File: src/rtl/stack_calc_core.sv
// Stack calculator engine: LIFO operand stack in synchronous RAM with a valid/ready command port.
// Define STACK_CALC_MUL_EN to build the multiplier; otherwise opcode 8 is illegal.
module stack_calc_core #(
    parameter  int DATA_W = 8,
    parameter  int DEPTH  = 128,
    localparam int ADDR_W = $clog2(DEPTH)
) (
    input  logic              clk,
    input  logic              rst_n,
    input  logic              cmd_valid,
    output logic              cmd_ready,
    input  logic [3:0]        cmd_op,
    input  logic [DATA_W-1:0] cmd_data,
    output logic [ADDR_W-1:0] disp_addr,
    output logic [DATA_W-1:0] disp_data,
    output logic [ADDR_W:0]   used,
    output logic              empty,
    output logic              full,
    output logic              err
);

    typedef enum logic [2:0] {IDLE, RD_A, RD_B, EXEC, WR, UPD, REFR, LOAD} state_t;

    localparam logic [3:0] OP_PUSH   = 4'd0;
    localparam logic [3:0] OP_POP    = 4'd1;
    localparam logic [3:0] OP_ADD    = 4'd2;
    localparam logic [3:0] OP_SUB    = 4'd3;
    localparam logic [3:0] OP_CLEAR  = 4'd4;
    localparam logic [3:0] OP_TOP    = 4'd5;
    localparam logic [3:0] OP_BR_DEC = 4'd6;
    localparam logic [3:0] OP_BR_INC = 4'd7;
    localparam logic [3:0] OP_MUL    = 4'd8;

`ifdef STACK_CALC_MUL_EN
    localparam bit MUL_EN = 1'b1;
`else
    localparam bit MUL_EN = 1'b0;
`endif

    state_t              state_reg;
    logic [3:0]          op_reg;
    logic [DATA_W-1:0]   data_reg;
    logic [DATA_W-1:0]   a_reg;
    logic [DATA_W-1:0]   result_reg;
    logic [ADDR_W:0]     used_reg;
    logic                err_reg;
    logic                ready_reg;
    logic [ADDR_W-1:0]   disp_addr_reg;
    logic [DATA_W-1:0]   disp_data_reg;

    logic [DATA_W-1:0]   mem [DEPTH];
    logic [DATA_W-1:0]   rd_data_reg;

    logic                rd_en;
    logic [ADDR_W-1:0]   rd_addr;
    logic                wr_en;
    logic [ADDR_W-1:0]   wr_addr;
    logic [DATA_W-1:0]   wr_data;
    logic [ADDR_W-1:0]   top_addr;
    logic [ADDR_W-1:0]   second_addr;
    logic                is_full;
    logic                is_empty;
    logic                below_two;
    logic                cmd_err;
    state_t              start_state;
    logic [DATA_W-1:0]   alu_result;

    // Low address bits wrap correctly even when used == DEPTH.
    assign top_addr    = used_reg[ADDR_W-1:0] - ADDR_W'(1);
    assign second_addr = used_reg[ADDR_W-1:0] - ADDR_W'(2);
    assign is_full     = (used_reg == (ADDR_W+1)'(DEPTH));
    assign is_empty    = (used_reg == '0);
    assign below_two   = (used_reg < (ADDR_W+1)'(2));

    always_comb begin
        cmd_err     = 1'b0;
        start_state = UPD;
        case (cmd_op)
            OP_PUSH: begin
                cmd_err     = is_full;
                start_state = WR;
            end
            OP_POP: cmd_err = is_empty;
            OP_ADD, OP_SUB: begin
                cmd_err     = below_two;
                start_state = RD_A;
            end
            OP_MUL: begin
                cmd_err     = !MUL_EN || below_two;
                start_state = RD_A;
            end
            OP_CLEAR, OP_TOP, OP_BR_DEC, OP_BR_INC: cmd_err = 1'b0;
            default: cmd_err = 1'b1;
        endcase
    end

    // B arrives from RAM during EXEC; A was captured one cycle earlier.
    always_comb begin
        alu_result = rd_data_reg + a_reg;
        case (op_reg)
            OP_SUB: alu_result = rd_data_reg - a_reg;
`ifdef STACK_CALC_MUL_EN
            OP_MUL: alu_result = rd_data_reg * a_reg;
`endif
            default: alu_result = rd_data_reg + a_reg;
        endcase
    end

    always_comb begin
        rd_en   = 1'b0;
        rd_addr = disp_addr_reg;
        wr_en   = 1'b0;
        wr_addr = second_addr;
        wr_data = result_reg;
        case (state_reg)
            RD_A: begin
                rd_en   = 1'b1;
                rd_addr = top_addr;
            end
            RD_B: begin
                rd_en   = 1'b1;
                rd_addr = second_addr;
            end
            REFR: rd_en = 1'b1;
            WR: begin
                wr_en = 1'b1;
                if (op_reg == OP_PUSH) begin
                    wr_addr = used_reg[ADDR_W-1:0];
                    wr_data = data_reg;
                end
            end
            default: rd_en = 1'b0;
        endcase
    end

    always_ff @(posedge clk) begin
        if (wr_en)
            mem[wr_addr] <= wr_data;
        if (rd_en)
            rd_data_reg <= mem[rd_addr];
    end

    always_ff @(posedge clk or negedge rst_n) begin
        if (!rst_n) begin
            state_reg     <= IDLE;
            op_reg        <= OP_PUSH;
            data_reg      <= '0;
            a_reg         <= '0;
            result_reg    <= '0;
            used_reg      <= '0;
            err_reg       <= 1'b0;
            ready_reg     <= 1'b1;
            disp_addr_reg <= '0;
            disp_data_reg <= '0;
        end else begin
            case (state_reg)
                IDLE: begin
                    if (cmd_valid) begin
                        op_reg   <= cmd_op;
                        data_reg <= cmd_data;
                        if (cmd_err) begin
                            err_reg <= 1'b1;
                        end else begin
                            ready_reg <= 1'b0;
                            state_reg <= start_state;
                        end
                    end
                end
                RD_A: state_reg <= RD_B;
                RD_B: begin
                    a_reg     <= rd_data_reg;
                    state_reg <= EXEC;
                end
                EXEC: begin
                    result_reg <= alu_result;
                    state_reg  <= WR;
                end
                WR: begin
                    if (op_reg == OP_PUSH) begin
                        used_reg      <= used_reg + (ADDR_W+1)'(1);
                        disp_addr_reg <= used_reg[ADDR_W-1:0];
                    end else begin
                        used_reg      <= used_reg - (ADDR_W+1)'(1);
                        disp_addr_reg <= second_addr;
                    end
                    state_reg <= REFR;
                end
                UPD: begin
                    case (op_reg)
                        OP_POP: begin
                            used_reg      <= used_reg - (ADDR_W+1)'(1);
                            disp_addr_reg <= (used_reg == (ADDR_W+1)'(1)) ? '0 : second_addr;
                        end
                        OP_CLEAR: begin
                            used_reg      <= '0;
                            err_reg       <= 1'b0;
                            disp_addr_reg <= '0;
                        end
                        OP_TOP:    disp_addr_reg <= is_empty ? '0 : top_addr;
                        OP_BR_DEC: disp_addr_reg <= disp_addr_reg - ADDR_W'(1);
                        OP_BR_INC: disp_addr_reg <= disp_addr_reg + ADDR_W'(1);
                        default:   disp_addr_reg <= disp_addr_reg;
                    endcase
                    state_reg <= REFR;
                end
                REFR: state_reg <= LOAD;
                LOAD: begin
                    // Browsing shows raw RAM even past the top; everything else blanks an empty stack.
                    if (is_empty && op_reg != OP_BR_DEC && op_reg != OP_BR_INC)
                        disp_data_reg <= '0;
                    else
                        disp_data_reg <= rd_data_reg;
                    ready_reg <= 1'b1;
                    state_reg <= IDLE;
                end
                default: begin
                    ready_reg <= 1'b1;
                    state_reg <= IDLE;
                end
            endcase
        end
    end

    assign cmd_ready = ready_reg;
    assign disp_addr = disp_addr_reg;
    assign disp_data = disp_data_reg;
    assign used      = used_reg;
    assign empty     = is_empty;
    assign full      = is_full;
    assign err       = err_reg;

endmodule

File: config.mk
export PLATFORM = sky130hd
export DESIGN_NAME = stack_calc_core
export DESIGN_NICKNAME = d
export VERILOG_FILES = /design/src/rtl/stack_calc_core.sv
export SDC_FILE = /design/constraint.sdc
export NUM_CORES = 2
export LEC_CHECK = 0
export CAP_MARGIN = 40
export CORE_MARGIN = 3
export CORE_UTILIZATION = 65
export CTS_BUF_LIST = sky130_fd_sc_hd__clkbuf_16
export CTS_CLUSTER_SIZE = 14
export DETAILED_ROUTE_END_ITERATION = 7
export PLACE_DENSITY_LB_ADDON = 0.1
export SETUP_SLACK_MARGIN = 0.3
export SLEW_MARGIN = 20
export SYNTH_ARGS = -nofsm -noshare
export SYNTH_HDL_FRONTEND = slang
export SYNTH_SLANG_ARGS = --single-unit
File: constraint.sdc
create_clock -name clk -period 6.2 [get_ports clk]
set_clock_uncertainty 0.2 [all_clocks]
set_input_delay 1.24 -clock clk [delete_from_list [all_inputs] [get_ports clk]]
set_output_delay 1.24 -clock clk [all_outputs]
set_load 0.005 [all_outputs]
==> impl_metrics.py <==
metrics = {
    "status": {
        "outcome": "finished clean",
    },
    "finish": {
        "num_antenna_cells": 0,
        "layout_common_cells": "edfxtp_1 (1032), nand2_1 (367), and3_1 (267)",
        "top_register": "mem",
        "fin_nets": 3229,
        "area_delta_synth_final_pct": 11.9,
        "drive_gt1_share_pct": 9.73,
        "final_area_sq_um": 50700,
        "largest_reg_flops": 1024,
        "fin_util_pct": 73.6,
        "final_common_cell": "edfxtp_1",
    },
    "timing": {
        "worstMarginPinSlew_ps": 1160,
        "setup_violations": 0,
        "max_freq_mhz": 187,
        "slew_headroom_pct": 22.4,
        "hold_viol_final": 0,
        "finalCritPeriodShare_pct": 86.3,
        "fin_crit_ps": 5350,
        "rsz0062_at_grt": "false",
        "timing.setup.tns_ps": 0,
        "slew_viol_final": 0,
        "hold_slack_ps": 284,
    },
    "synthesis": {
        "synth.distinct_cells": 81,
        "synthArstFlopShare_pct": 5.15,
        "yosys_warnings": 0,
        "ys_ff_latch": 1088,
        "syn-num-nets": 3221,
        "syn_area_per_cell_sq_um": 14.2,
        "netlist_area_sq_um": 45300,
        "synth_ff_type": "edfxtp_1",
        "synth_edf_count": 1032,
        "synthCells": 3183,
        "synth-seq-area-share_pct": 71.5,
    },
    "global_routing": {
        "grt_first_pass_wirelength_um": 182000,
        "antenna_found_initial": 0,
        "grt_max_degree": 225,
        "grt.total_usage_pct": 33.1,
        "grt_pass1_vias": 28300,
        "overflow": 0,
    },
    "clock_network": {
        "clkTransAtPathRegs_ps": 60,
        "hold_buffers": 0,
        "cts_tree": "built",
        "cts_made_buffers": 106,
        "post_cts_resized": 0,
        "cts_htree_levels": 3,
        "clock_latency_ps": 670,
        "postCtsSetupBuffers": 0,
        "clock-sinks": 1088,
        "clock_path_buffers": 3,
        "clockRootBuffer": "clkbuf_16",
    },
    "place": {
        "place.gp.congestion": 0.894,
        "port_buffers": 41,
        "dpl-instance-area_sq_um": 46900,
        "dp_hpwl_um": 72200,
    },
    "routing": {
        "drc": 0,
        "via_per_inst": 7.00,
        "wl_per_cell_um": 28.7,
        "drt_pass1_iterations": 6,
        "wirelength_um": 121000,
        "first_iter_violations": 4323,
        "num_vias": 29400,
        "ant_nets": 0,
    },
    "die": {
        "core_area_sq_um": 68800,
        "fp.dieH_um": 270,
        "ios": 42,
        "start_util_pct": 65.8,
        "die-area_sq_um": 72900,
        "std_cell_rows": 96,
        "die_w_um": 270,
    },
    "worst_setup_path": {
        "rr_endpoint": "rd_data_reg[6]",
        "r2r-start": "state_reg[1]",
        "critical_path_class": "reg2reg",
        "reg2reg_depth": 11,
        "cp.arrival_ps": 5690,
        "r2r_slack_ps": 850,
        "worstPathMaxFanout": 224,
        "crit_path_start_kind": "flop",
        "critical_path_required_ps": 6540,
        "critPathCaptureType": "flop",
    },
    "min_path": {
        "min_path_type": "reg2reg",
        "hold_start": "cmd_ready",
        "worstHoldEndpoint": "cmd_ready",
        "hold_depth": 2,
    },
    "run": {
        "cap_viol_max_count": 0,
    },
}
metal layers:
layer  track usage (%)  wire (um)  vias to the layer above
met5                 0          0                        -
met4              11.2       3990                        0
met3              5.98      13100                      260
met2              50.1      56000                     1873
met1              49.4      47800                    14700
li1                  -          -                    12600
area by class of cell:
| class | instances | area, sq um |
|---|---|---|
| flip-flops and latches | 1088 | 32400 |
| repair buffers | 140 | 1510 |
| inverters | 29 | 109 |
| multi-input cells | 1826 | 11900 |
| clock buffers | 109 | 2730 |
| fillers | 4292 | 18200 |
| clock inverters | 86 | 881 |
| well taps | 931 | 1160 |
metrics by stage:
step / worst slack, ps / cells
floorplan: 2040 / 3183
global placement: 1160 / 3981
detailed placement: 1280 / 4002
CTS: 1270 / 4197
global route: 813 / 4209
finish: 849 / 4209
worst max-delay path, stage by stage, from the launching register on:
cell and delay (ps):
dfrtp_1 610, nor3b_2 270, buf_4 230, nand2_4 390, buf_12 520, and2_4 860
buf_4 550, nand2_1 120, a31oi_1 320, nand3_1 170, nand4_1 320, a211o_1 190
synth_stat cells, drive strengths merged, types with 5 or more instances:
master | instances | area share (%)
o22ai | 6 | 0.083
a21oi | 43 | 0.50
o31ai | 8 | 0.13
nand2 | 384 | 3.2
ha | 21 | 0.58
o221ai | 14 | 0.27
edfxtp | 1032 | 68
o21a | 7 | 0.12
nor4 | 28 | 0.40
nand4 | 33 | 0.46
dfrtp | 55 | 3.0
a22oi | 40 | 0.69
inv | 29 | 0.24
a32oi | 56 | 1.1
and3 | 268 | 3.7
a2111oi | 168 | 3.4
nor3b | 5 | 0.13
nor2b | 8 | 0.11
buf | 75 | 0.98
xnor2 | 21 | 0.41
a211o | 8 | 0.15
nor3 | 20 | 0.24
a22o | 10 | 0.19
nand3 | 88 | 0.97
nand2b | 5 | 0.069
o21ai | 40 | 0.44
nor2 | 170 | 1.5
a31oi | 32 | 0.44
clkbuf | 165 | 1.4
mux2i | 114 | 2.5
mux2 | 14 | 0.35
and2 | 8 | 0.12
a211oi | 153 | 2.5
xor2 | 8 | 0.15
worst max-delay path by stage:
stage	start	to	slack, ps	cells after the start
final	state_reg[1]	rd_data_reg[6]	850	11
after global routing	used[1]	rd_data_reg[5]	810	12
after CTS	state_reg[1]	rd_data_reg[6]	1270	11
after detailed placement	used[1]	rd_data_reg[4]	1280	12
after global placement	used[1]	rd_data_reg[2]	1160	10
after floorplan	op_reg[0]	mem[0][0]	2040	7
kinds of logic (layout without fill, tap and decap cells):
family | Yosys count | after routing | synth area share, %
adders and majority gates | 23 | 23 | 0.669
buffers and inverters | 269 | 364 | 2.58
xor gates and xnor gates | 29 | 29 | 0.561
DFF | 1088 | 1088 | 71.5
AOI/OAI and AO/OA | 610 | 610 | 10.6
and+or+nand+nor | 1036 | 1036 | 11.2
muxes | 128 | 128 | 2.87
Power is not shown: default switching activity piles up to over one toggle a cycle in this logic, so the estimate is an artifact.
